--- src/rtl/sar_adc_pkg.sv ---
// Shared types, default sizes and the channel-index width helper for the
// multi-channel SAR ADC controller.
package sar_adc_pkg;

    localparam int WIDTH_DEF = 16;
    localparam int NCH_DEF   = 4;

    typedef enum logic [1:0] {
        ST_IDLE    = 2'd0,
        ST_SAMPLE  = 2'd1,
        ST_CONVERT = 2'd2,
        ST_DONE    = 2'd3
    } sar_state_t;

    // A single-channel build still needs a 1-bit index port.
    function automatic int chw_f(input int nch);
        return (nch > 1) ? $clog2(nch) : 1;
    endfunction

endpackage

--- src/rtl/sar_adc_mch_sar_step.sv ---
// One successive-approximation step: try the current bit on top of the
// partial result and keep it only if the held sample still covers the trial.
module sar_step #(
    parameter int WIDTH = 16,
    parameter int BW    = 4
) (
    input  logic [WIDTH-1:0] i_hold,
    input  logic [WIDTH-1:0] i_result,
    input  logic [BW-1:0]    i_bit,
    output logic [WIDTH-1:0] o_next
);

    logic [WIDTH-1:0] w_trial;

    assign w_trial = i_result | (WIDTH'(1) << i_bit);
    assign o_next  = (i_hold >= w_trial) ? w_trial : i_result;

endmodule

--- src/rtl/sar_adc_mch.sv ---
// Multi-channel SAR ADC sequencer; define SAR_ADC_SCAN_EN to build the auto-scan
// option. States: IDLE wait | SAMPLE latch channel | CONVERT one bit/cycle | DONE result pulse
module sar_adc_mch
    import sar_adc_pkg::*;
#(
    parameter int WIDTH = WIDTH_DEF,
    parameter int NCH   = NCH_DEF,
    parameter int CHW   = chw_f(NCH)
) (
    input  logic                 clk,
    input  logic                 reset,
    input  logic                 start,
    input  logic [CHW-1:0]       ch_sel,
    input  logic                 scan_mode,
    input  logic [NCH*WIDTH-1:0] analog_in,
    output logic                 busy,
    output logic                 done,
    output logic [WIDTH-1:0]     digital_out,
    output logic [CHW-1:0]       ch_out,
    output logic                 err
);

    localparam int BW = $clog2(WIDTH);
    // One bit per encodable channel index; set only for channels that exist.
    localparam logic [(1<<CHW)-1:0] CH_MASK = {(1<<CHW){1'b1}} >> ((1<<CHW) - NCH);

    sar_state_t       r_state;
    logic [WIDTH-1:0] r_hold;
    logic [WIDTH-1:0] r_result;
    logic [BW-1:0]    r_bit;
    logic [CHW-1:0]   r_ch;
    logic             r_busy;
    logic             r_done;
    logic             r_err;
    logic [WIDTH-1:0] r_dout;
    logic [CHW-1:0]   r_chout;

    logic [WIDTH-1:0] w_sel;
    logic [WIDTH-1:0] w_next;
    logic             w_ch_ok;
    logic             w_auto;
    logic [CHW-1:0]   w_auto_ch;

    always_comb begin
        w_sel = '0;
        for (int k = 0; k < NCH; k++) begin
            if (r_ch == CHW'(k)) w_sel = analog_in[k*WIDTH +: WIDTH];
        end
    end

    assign w_ch_ok = CH_MASK[ch_sel];

`ifdef SAR_ADC_SCAN_EN
    assign w_auto    = (r_state == ST_DONE) && scan_mode;
    assign w_auto_ch = (r_chout == CHW'(NCH-1)) ? '0 : r_chout + CHW'(1);
`else
    logic w_unused_scan;
    assign w_unused_scan = scan_mode;
    assign w_auto        = 1'b0;
    assign w_auto_ch     = '0;
`endif

    sar_step #(.WIDTH(WIDTH), .BW(BW)) u_step (
        .i_hold   (r_hold),
        .i_result (r_result),
        .i_bit    (r_bit),
        .o_next   (w_next)
    );

    always_ff @(posedge clk or posedge reset) begin
        if (reset) begin
            r_state  <= ST_IDLE;
            r_hold   <= '0;
            r_result <= '0;
            r_bit    <= '0;
            r_ch     <= '0;
            r_busy   <= 1'b0;
            r_done   <= 1'b0;
            r_err    <= 1'b0;
            r_dout   <= '0;
            r_chout  <= '0;
        end else begin
            r_done <= 1'b0;
            r_err  <= 1'b0;
            case (r_state)
                ST_IDLE, ST_DONE: begin
                    if (w_auto) begin
                        r_state <= ST_SAMPLE;
                        r_ch    <= w_auto_ch;
                        r_busy  <= 1'b1;
                    end else if (start && w_ch_ok) begin
                        r_state <= ST_SAMPLE;
                        r_ch    <= ch_sel;
                        r_busy  <= 1'b1;
                    end else begin
                        r_state <= ST_IDLE;
                        r_err   <= start;
                    end
                end
                ST_SAMPLE: begin
                    r_hold   <= w_sel;
                    r_result <= '0;
                    r_bit    <= BW'(WIDTH-1);
                    r_state  <= ST_CONVERT;
                end
                ST_CONVERT: begin
                    r_result <= w_next;
                    if (r_bit == '0) begin
                        r_state <= ST_DONE;
                        r_busy  <= 1'b0;
                        r_done  <= 1'b1;
                        r_dout  <= w_next;
                        r_chout <= r_ch;
                    end else begin
                        r_bit <= r_bit - 1'b1;
                    end
                end
                default: r_state <= ST_IDLE;
            endcase
        end
    end

    assign busy        = r_busy;
    assign done        = r_done;
    assign err         = r_err;
    assign digital_out = r_dout;
    assign ch_out      = r_chout;

endmodule

--- config.mk ---
export PLATFORM = sky130hd
export DESIGN_NAME = sar_adc_mch
export DESIGN_NICKNAME = d
export VERILOG_FILES = /design/src/rtl/sar_adc_pkg.sv /design/src/rtl/sar_adc_mch_sar_step.sv /design/src/rtl/sar_adc_mch.sv
export SDC_FILE = /design/constraint.sdc
export NUM_CORES = 1
export LEC_CHECK = 0
export CAP_MARGIN = 20
export CORE_MARGIN = 1
export CORE_UTILIZATION = 52
export CTS_CLUSTER_SIZE = 25
export DETAILED_ROUTE_END_ITERATION = 12
export PLACE_DENSITY = 0.88
export REMOVE_ABC_BUFFERS = 1
export SYNTH_ARGS = -nofsm -noshare
export SYNTH_HDL_FRONTEND = slang
export SYNTH_SLANG_ARGS = --single-unit
--- constraint.sdc ---
create_clock -name clk -period 6.8 [get_ports clk]
set_input_delay 1.02 -clock clk [delete_from_list [all_inputs] [get_ports clk]]
set_output_delay 1.02 -clock clk [all_outputs]
set_load 0.1 [all_outputs]
==> results.tsv <==
stage	metric	value	unit
run_status	status	finished, final reports clean	
placed_design	io_buffers	88	
floorplan	num_rows	28	
route	avgViaCountPerCell	5.61	
route	wl	7060	um
pwr	clockPowerShare	21.8	%
synthesis	yosys-top-cells-area	dfrtp_1 46%, mux4_2 11%, ha_1 8.9%, mux2_2 6.2%, nand2_1 5.8%	
global_routing	grt_pass1_wl	12000	um
cts	cts_setup_buffers	0	
route	firstDrtPassIters	4	
sta	slew_violations	0	
sta	period_share	50.9	%
cts	cts_hold_buf	0	
sta	setup_viol	0	
placed_design	dpl.cell_count	442	
synthesis	yosysTopAreaCell	dfrtp_1	
floorplan	core	5960	um^2
layout	area_delta_synth_final	35.5	%
route	drt.antenna.violating_nets	0	
floorplan	die_h	81.0	um
sta	finalHoldViolations	0	
setup_path	crit_type	flip-flop to flip-flop	
sta	tightest_slew	0.991	ns
setup_path	worstPathMaxFanout	16	
sta	finalSetupTns	0	ns
pwr	power.density	404	nW/um^2
pwr	swShare	40.3	%
layout	fin_cells	458	
cts	cts_max_level	3	
pwr	power.switching	0.000716	W
cts	post_cts_resized	0	
run	maxCapViolations	0	
global_routing	antenna_found_initial	0	
route	vias	2570	
layout	fill_cells	435	
pwr	pwr-share-comb	46.6	%
floorplan	io_pins	91	
synthesis	ys_warn_count	0	
pwr	power_leakage	1.82	nW
sta	max_freq	289	MHz
layout	num-nets-final	471	
synthesis	ys_types	36	
synthesis	synth_top_area_share	46.2	%
global_routing	grt_max_degree	61	
floorplan	dieArea	6560	um^2
cts	clock_latency	0.34	ns
route	wl_per_cell	15.4	um
placed_design	dpl.hpwl	5220	um
cts	cts_tree	built	
synthesis	ys_ff_latch	60	
setup_path	cp_data_arrival_time	3.64	ns
global_routing	globalRouteTotalUtil	24.5	%
cts	clk_pin_slew	0.07	ns
synthesis	ys_seq_area_share	46.2	%
setup_path	start_kind	flip-flop	
cts	clock_path_buffers	2	
layout	layout_commonest_cell	clkdlybuf4s50_1	
layout	n_antenna_cell	0	
route	drc	0	
cts	numCtsBuffers	9	
setup_path	cp-end-kind	flip-flop	
cts	cts_root_buf	clkbuf_8	
cts	cts.sinks	60	
placed_design	gp_congestion	0.850	
pwr	pwr-share-seq	31.7	%
floorplan	fp.dieW	81.0	um
global_routing	grt_pass1_vias	2617	
sta	finalClockSkew	0.00516	ns
layout	finish.utilization	73.8	%
pwr	power.total	0.00178	W
sta	rsz0062_at_grt	no	
sta	period_needed	3.46	ns
synthesis	syn_area	3250	um^2
layout	final_cell_mix	88 x clkdlybuf4s50_1, 60 x dfrtp_1, 50 x nand2_1	
synthesis	syn_area_per_cell	11.0	um^2
pwr	vdd_ir_drop_max	0.246	mV
route	drtIter0Drc	189	
setup_path	crit_required	6.98	ns
sta	relSlewSlack	33.9	%
min_path	min_path_type	flip-flop to flip-flop	
pwr	intPower	0.00106	W
layout	drive_above_1_share	17.2	%
synthesis	syn-instance-count	294	
floorplan	initial_core_util	54.5	%
global_routing	grt_overflow	0	
[area by class of cell]
class	instances	area, um^2	share of cell area, %
Timing Repair Buffer	90	896	20.4
Clock inverter	7	115	2.62
Multi-Input combinational cell	206	1630	37.0
Sequential cell	60	1500	34.1
Clock buffer	9	124	2.82
Tap cell	75	93.8	2.13
Inverter	11	41.3	0.939
[cells by family (layout without fill, tap and decap cells)]
kind of cell | Yosys count | count (layout) | synth area share (%)
compound gates | 70 | 70 | 13.8
fa+ha+maj | 23 | 23 | 8.86
buf+inv | 28 | 117 | 3.66
flops | 60 | 60 | 46.2
mux | 34 | 34 | 17.3
other cells | 1 | 1 | 0.115
simple gates | 78 | 78 | 9.98
[sequential cells by signal, indices dropped and copies added, names as in the netlist]
register,count
r_state,2
done,1
r_hold,16
r_bit,4
digital_out,16
r_ch,2
ch_out,2
busy,1
r_result,16
[path summary, 6_finish.rpt]
| check | from | to | slack, ns | cells past startpoint |
|---|---|---|---|---|
| min in group asynchronous | reset | digital_out[7] | 1.20 | 3 |
| worst min-delay path | digital_out[12] | digital_out[12] | 0.47 | 2 |
| worst max-delay path | r_bit[2] | r_result[15] | 3.34 | 9 |
| max in group asynchronous | reset | digital_out[9] | 5.10 | 3 |
| worst min register to register | digital_out[12] | digital_out[12] | 0.47 | 2 |
| worst max register to register | r_bit[2] | r_result[15] | 3.34 | 9 |
[through the flow]
| stage | hold WS [ns] | worst slack [ns] | instance area [um^2] |
|---|---|---|---|
| final | 0.474 | 3.34 | 4400 |
| after global routing | 0.502 | 3.04 | 4400 |
| after CTS | 0.479 | 3.38 | 4400 |
| after detailed placement | 0.462 | 3.42 | 4160 |
| after global placement | 0.459 | 3.52 | 4160 |
| after floorplan | 0.461 | 3.99 | 3170 |
[per-layer routing]
layer	routed length (um)	vias to the layer above	global-route usage, %
met4	155	0	12.0
li1	-	1218	-
met3	416	12	3.37
met5	0	-	0
met2	3540	102	39.6
met1	2950	1238	32.4
[cell usage after synthesis]
cell type and number:
a211oi_1 1, mux2_2 18, nand4_1 2, clkbuf_1 11, nand2b_1 3, a21oi_1 26, o21ai_2 1, ha_1 23
a21oi_4 1, buf_4 1, buf_2 2, a21oi_2 9, a31oi_1 8, o21a_1 2, o21ai_1 8, a21o_1 1
a311oi_1 1, o21ai_0 7, nor2b_1 4, dfrtp_1 60, a2111oi_0 1, inv_1 11, or4_1 1, buf_6 1
nor2_1 15, nand2_1 50, o311ai_0 1, conb_1 1, buf_1 2, nor3_1 1, mux4_2 16, o31ai_1 1
a211o_1 1, nand3_1 1, or2_2 1, o32ai_2 1
[critical path: stages (launching register included)]
cell and delay (ns):
dfrtp_1 0.48, nor2_1 0.43, nand2_1 0.21, nand2b_1 0.12, ha_1 0.22, nand2b_1 0.14
a2111oi_0 0.56, o32ai_2 0.20, o21ai_2 0.76, a21oi_1 0.19
[power groups by stage]
| stage | logic (W) | registers [W] | clock network [W] |
|---|---|---|---|
| final | 0.000828 | 0.000563 | 0.000387 |
| after CTS | 0.000828 | 0.000565 | 0.000391 |
| after global placement | 0.000795 | 0.000562 | 0 |
| after floorplan | 0.000519 | 0.000649 | 0 |
| after detailed placement | 0.000825 | 0.000571 | 0 |
| after global routing | 0.000914 | 0.000580 | 0.000405 |
No activity file was read; power rests on OpenSTA's default activity.
